<file path="src/rtl/fixed_pkg.sv">
// fixed_pkg: shared Q8.24 fixed-point types, limits and the saturate-to-32 helper.
package fixed_pkg;
    localparam int FIXED_W = 32;
    localparam int FRAC_BITS = 24;
    typedef logic signed [FIXED_W-1:0] fixed_t;
    localparam fixed_t FIXED_MAX = 32'h7FFFFFFF;
    localparam fixed_t FIXED_MIN = 32'h80000000;
    typedef enum logic [1:0] {IDLE, MX, MY, MZ} dot3_state_t;
    function automatic fixed_t sat32(input logic signed [63:0] v);
        return v > 64'sh7FFFFFFF ? FIXED_MAX : v < -64'sh80000000 ? FIXED_MIN : v[31:0];
    endfunction
endpackage

</file>
<file path="src/rtl/fixed_mul.sv">
// fixed_mul: combinational Q8.24 multiply, floor shift by FRAC_BITS, optional clamp to 32 bits.
module fixed_mul #(
    parameter int FRAC_BITS = fixed_pkg::FRAC_BITS,
    parameter bit SAT = 1'b0
) (
    input  fixed_pkg::fixed_t a,
    input  fixed_pkg::fixed_t b,
    output fixed_pkg::fixed_t p
);
    import fixed_pkg::*;
    logic signed [63:0] prod;
    logic signed [63:0] sh;
    // Full-width product; >>> on a signed value truncates toward minus infinity.
    always_comb begin
        prod = 64'(a) * 64'(b);
        sh = prod >>> FRAC_BITS;
        p = SAT ? sat32(sh) : sh[31:0];
    end
endmodule

</file>
<file path="src/rtl/fixed_dot3.sv">
// fixed_dot3: sequential Q8.24 dot product r = ax*bx + ay*by + az*bz over three cycles.
// Define FIXED_DOT3_SATURATE_EN to clamp each product and the final sum; otherwise both wrap modulo 2^32.
module fixed_dot3 #(
    parameter int FRAC_BITS = fixed_pkg::FRAC_BITS
) (
    input  logic        clk,
    input  logic        rst,
    input  logic [31:0] ax,
    input  logic [31:0] ay,
    input  logic [31:0] az,
    input  logic [31:0] bx,
    input  logic [31:0] by,
    input  logic [31:0] bz,
    input  logic        new_data,
    output logic [31:0] r,
    output logic        output_valid,
    output logic        busy
);
    import fixed_pkg::*;
`ifdef FIXED_DOT3_SATURATE_EN
    localparam bit SAT = 1'b1;
`else
    localparam bit SAT = 1'b0;
`endif
    dot3_state_t state, state_nxt;
    logic [2:0][31:0] a_q, b_q;
    fixed_t m_a, m_b, prod;
    logic signed [33:0] acc, acc_nxt;
    logic start;
    assign busy = state != IDLE;
    assign start = state == IDLE && new_data;
    fixed_mul #(.FRAC_BITS(FRAC_BITS), .SAT(SAT)) u_mul (.a(m_a), .b(m_b), .p(prod));
    // Next state, operand-pair select and the accumulator sum for the current term.
    always_comb begin
        state_nxt = state == IDLE ? (new_data ? MX : IDLE) : state == MX ? MY : state == MY ? MZ : IDLE;
        m_a = state == MY ? a_q[1] : state == MZ ? a_q[2] : a_q[0];
        m_b = state == MY ? b_q[1] : state == MZ ? b_q[2] : b_q[0];
        acc_nxt = acc + {{2{prod[31]}}, prod};
    end
    // State register.
    always_ff @(posedge clk) begin
        if (!rst) state <= IDLE;
        else state <= state_nxt;
    end
    // Operand capture, accumulation and result write on the last term.
    always_ff @(posedge clk) begin
        if (!rst) begin
            a_q <= '0;
            b_q <= '0;
            acc <= '0;
            r <= '0;
            output_valid <= 1'b0;
        end else begin
            output_valid <= state == MZ;
            if (start) begin
                a_q <= {az, ay, ax};
                b_q <= {bz, by, bx};
                acc <= '0;
            end else if (busy) begin
                acc <= acc_nxt;
            end
            if (state == MZ) r <= SAT ? sat32(64'(acc_nxt)) : acc_nxt[31:0];
        end
    end
endmodule

</file>
<file path="config.mk">
export PLATFORM = sky130hd
export DESIGN_NAME = fixed_dot3
export DESIGN_NICKNAME = d
export VERILOG_FILES = /design/src/rtl/fixed_pkg.sv /design/src/rtl/fixed_mul.sv /design/src/rtl/fixed_dot3.sv
export SDC_FILE = /design/constraint.sdc
export NUM_CORES = 2
export LEC_CHECK = 0
export ABC_AREA = 1
export CORE_UTILIZATION = 60
export CTS_BUF_LIST = sky130_fd_sc_hd__clkbuf_2 sky130_fd_sc_hd__clkbuf_4 sky130_fd_sc_hd__clkbuf_8
export CTS_CLUSTER_SIZE = 28
export DETAILED_ROUTE_END_ITERATION = 8
export PLACE_DENSITY = 0.9
export SYNTH_ARGS = -nofsm -noshare
export SYNTH_HDL_FRONTEND = slang
export SYNTH_SLANG_ARGS = --single-unit
</file>
<file path="constraint.sdc">
create_clock -name clk -period 20.1 [get_ports clk]
set_input_delay 2.01 -clock clk [delete_from_list [all_inputs] [get_ports clk]]
set_output_delay 2.01 -clock clk [all_outputs]
set_load 0.02 [all_outputs]
</file>
## Word-level counts from Yosys, hierarchy flattened

Index checks and enable logic that the tools add are counted.

- Register bits after elaboration: 261
- Output and inout bits: 34

- Multiplexer cells: 8
- $add $sub $neg: 1
- $mul: 1
- Eq/ne operators: 3
- Bitwise gates (word level): 1
- Reduce and logical (&&, ||, !) cells: 4

Operator list:

| cell | count |
|---|---|
| 2-to-1 mux 32 bit | 4 |
| multiplier 32 x 32 -> 56 bit | 1 |
| adder 34 bit | 1 |
| 2-to-1 mux 2 bit | 3 |
| == test 2 bit, second input constant | 2 |
| == test 2 x 1 -> 1 bit, second input constant | 1 |
| zero test 2 bit | 1 |
| nonzero test 2 bit | 1 |
| OR reduction 2 bit | 1 |
| logical AND 1 bit | 1 |
| 2-to-1 mux 1 bit | 1 |
| inverter 1 bit | 1 |

## Logic depth before layout (Yosys ltp)

- Depth in word-level cells: 5
- Depth in mapped cells: 55
- Gate-level depth less buffers: 49

## Hierarchy

A second synthesis with hierarchy kept.

- Cells, all modules: 6,461
- Area, all modules: 47,535.6 µm²

By module, submodules not included:

| module | area an instance (µm²) | instances | cells an instance |
|---|---|---|---|
| fixed_mul | 34,829.7 | 1 | 4,481 |
| fixed_dot3 | 12,705.9 | 1 | 1,980 |

## Worst setup path after synthesis

No wires, ideal clock.

- Path type: register to register
- From: reg state[0]
- To: reg r[22]
- Cell stages (with the launch flop): 48
- Setup time: 58 ps
- Arrival time: 9,154 ps
- Buffers on the path: 6
- Setup slack: 10,888 ps
- Data required time: 20,042 ps
- Period minus slack after synthesis: 9,212 ps
- Cell sequence: dfxtp_1 inv_1 ha_1 buf_6 inv_4 buf_6 buf_4 buf_2 buf_2 o211ai_1 o21ai_2 inv_2 buf_2 nor2_1 fa_1 fa_1 fa_1 inv_1 [... 12 more ...] nand2_1 o21ai_0 nand2_1 nand2_1 nand2_1 xor2_1 ha_1 nand2_1 nor2_1 nand3_1 nand3_1 a21oi_1 o21ai_0 a21oi_1 or2_2 nand3_1 o211ai_1 inv_1

- Longest elaborated chain between the ends: 5

RTL lines:

| what | line | RTL |
|---|---|---|
| start, declared | fixed_dot3.sv:25 | `dot3_state_t state, state_nxt;` |
| start signal, assigned | fixed_dot3.sv:43 | `else state <= state_nxt;` |
| == test 2 bit | fixed_dot3.sv:36, fixed_dot3.sv:37, fixed_dot3.sv:62 |  |
| 2-to-1 mux 32 bit (on tied branches) (2 in a row) | fixed_dot3.sv:36, fixed_dot3.sv:37 |  |
| multiplier 32 x 32 -> 56 bit | fixed_mul.sv:15 | `prod = 64'(a) * 64'(b);` |
| adder 34 bit | fixed_dot3.sv:38 | `acc_nxt = acc + {{2{prod[31]}}, prod};` |
| end signal, assigned | fixed_dot3.sv:62 | `if (state == MZ) r <= SAT ? sat32(64'(acc_nxt)) : acc_nxt[31:0];` |
| end, declared | fixed_dot3.sv:15 | `output logic [31:0] r,` |

Parallel ways exist; a longest one is shown, timed or not.
A chain may end at the register's enable or synchronous reset.

## Final worst setup path

- From: reg state[1]
- To: reg r[17]

The elaborated chain is that of the path after synthesis.

==> impl_metrics.csv <==
group,metric,value,unit
timing,finalHoldWorstSlack,456,ps
clocking,clkLatencyLatePin,620,ps
placement,pre_cts_slack,7950,ps
synthesis,synth_most_common_cell,"inv_1",
synthesis,ys_top_cells_by_count,"inv_1, nor2_1, fa_1",
global_routing,grt_pass1_vias,41542,
placement,portBuffers,228,
clocking,post_cts_buffers,0,
synthesis,synth_fp_nets,6989,
critical_path,endpoint_kind,"flop",
layout,nFillCells,6064,
global_routing,overflow,0,
clocking,clk_pin_slew,70,ps
timing,period_share,64.6,%
timing,maxSlewHeadroom,13.9,%
die,initial_core_util,60.6,%
timing,skew,34.8,ps
timing,setup_viol,0,
die,core_area,74300,um2
synthesis,synth.distinct_cells,52,
timing,finalSetupTns,0,ps
timing,setup_slack,7110,ps
timing,worst_pin_slew,1290,ps
routing,drtIter0Drc,4478,
critical_path,cp_slowest_cell,"clkinv_1",
synthesis,synth_area_leaders,"fa_1, dfxtp_1, inv_1, nor2_1, nand2_1",
clocking,ctsRootBufferMaster,"clkbuf_8",
critical_path,r2r_cells,36,
layout,syn_to_final_growth,7.81,%
clocking,hold_buffers,0,
timing,fmax,0.0770,GHz
clocking,cts_buffer_depth,3,
placement,place_hpwl,118,mm
die,die_h,276,um
clocking,htreeDepth,2,
synthesis,netlist.area_leader.share,43.7,%
die,die_area,76100,um2
timing,hold_viol,0,
routing,drcViolationCount,0,
routing,ant_nets,0,
clocking,post_cts_resized,0,
routing,firstDrtPassIters,8,
routing,wl_per_cell,23.0,um
worst_hold_path,min_path_cells,2,
synthesis,synth_warnings,0,
layout,multiInputGateArea,34300,um2
global_routing,antenna_found_initial,3,
routing,drt_wl_total,152,mm
synthesis,async_flop_share,0,%
die,ios,229,
critical_path,critPathMaxFanout,49,
critical_path,cp.arrival,13500,ps
clocking,cts_buffers,38,
synthesis,yosysTopAreaCell,"fa_1",
placement,placed_cells,6560,
die,die_w,276,um
critical_path,cpPeakStageDelay,1270,ps
routing,via_count,39511,
synthesis,seq_area_frac_synth,11.5,%
synthesis,synthFlopType,"dfxtp_1",
outcome,status,"finished, final reports clean",
timing,final_max_slew_viol_count,0,
layout,final_nets,7016,
critical_path,critPathLaunchType,"flop",
timing,min_period,12990,ps
critical_path,path_class,"reg2reg",
placement,gp_congestion,1.09,
layout,drive_gt1_share,3.66,%
flow_run,drv_cap,0,
global_routing,grt_max_degree,124,
critical_path,worst_ep_required_time,20600,ps
die,std_cell_rows,100,
critical_path,critPathMostFrequentCell,"fa_1",
synthesis,syn-mean-instance-area,8.03,um2
worst_hold_path,min_path_type,"reg2reg",
clocking,cts_tree,"done",
synthesis,syn_area,45000,um2
synthesis,netlist_instances,5604,
routing,vias_per_cell,5.96,
layout,seq_area,5180,um2
clocking,clock_sinks,259,
global_routing,groute.usage.overall,41.6,%
layout,finalNonFillerCells,6627,
timing,rsz0062_at_grt,"no",
synthesis,synth_edf_count,0,
critical_path,r2r_slack,7110,ps
synthesis,synth-seq-cells,259,
global_routing,grt_first_pass_wirelength,236,mm
critical path, delay by kind of cell (launching register included):
kind	cells	cell delay [ps]
fa+ha+maj	11	5020
buf+inv	6	2030
compound gates	9	2540
simple gates	9	2290
flops	1	390
xor+xnor	1	540
cell families after synthesis:
group / synth area share (%)
AO/OA/AOI/OAI: 7.07
XOR/XNOR: 0.895
adder cells (fa/ha/maj): 49.5
buffers and inverters: 12.3
flip-flops: 11.5
AND/OR/NAND/NOR: 18.7
registers in the layout, indices dropped and copies added, names as in the netlist:
signal and cells:
r 32, acc 32, b_q 96, output_valid 1
state 2, a_q 96
final timing paths:
| check | startpoint | endpoint |
|---|---|---|
| worst max register to register | state[1]$_SDFF_PP0_ | r[17]$_SDFFE_PN0P_ |
| worst min-delay path | a_q[64]$_SDFFE_PN0P_ | a_q[64]$_SDFFE_PN0P_ |
| worst min register to register | a_q[64]$_SDFFE_PN0P_ | a_q[64]$_SDFFE_PN0P_ |
| worst max-delay path | state[1]$_SDFF_PP0_ | r[17]$_SDFFE_PN0P_ |
per-stage QoR:
step | utilization (%) | instance area (um2)
after global placement | 64.1 | 47700
after detailed placement | 64.1 | 47700
after CTS | 65.3 | 48500
after global routing | 65.3 | 48500
final | 65.3 | 48500
after floorplan | - | 45000
cell usage in the layout (no fill, tap or decap), types with 7 or more instances in the layout:
cell type / count
nand2_2: 12
buf_4: 50
nor2_1: 1019
or2_2: 49
xor2_1: 33
dfxtp_1: 259
o211ai_1: 68
a31oi_1: 18
clkbuf_8: 51
ha_1: 205
nand2_1: 842
a21oi_1: 138
and2_1: 37
inv_1: 1133
a21o_1: 10
o21ai_0: 288
fa_1: 983
nor3_1: 18
nand4_1: 15
nand3_1: 84
xnor2_1: 13
inv_2: 7
clkdlybuf4s50_1: 227
final cells by class:
cell class / count / share of cell area [%]
Multi-Input combinational cell: 3908 / 70.7
Timing Repair Buffer: 277 / 5.46
Tap cell: 969 / 2.50
Clock buffer: 57 / 1.54
Antenna cell: 2 / 0.0103
Clock inverter: 8 / 0.232
Inverter: 1147 / 8.88
Sequential cell: 259 / 10.7
routing by layer:
metal / GRT usage [%] / share of wire (%) / vias up
met5: 0 / 0.0085 / -
met4: 30.3 / 9.1 / 2
met3: 11.1 / 13 / 831
met2: 63.5 / 44 / 2830
met1: 51.2 / 34 / 19303
li1: - / - / 16545
Power is left out: the tool's default activity adds up to more than one toggle a clock period on the data nets, which glitch-free logic cannot reach.
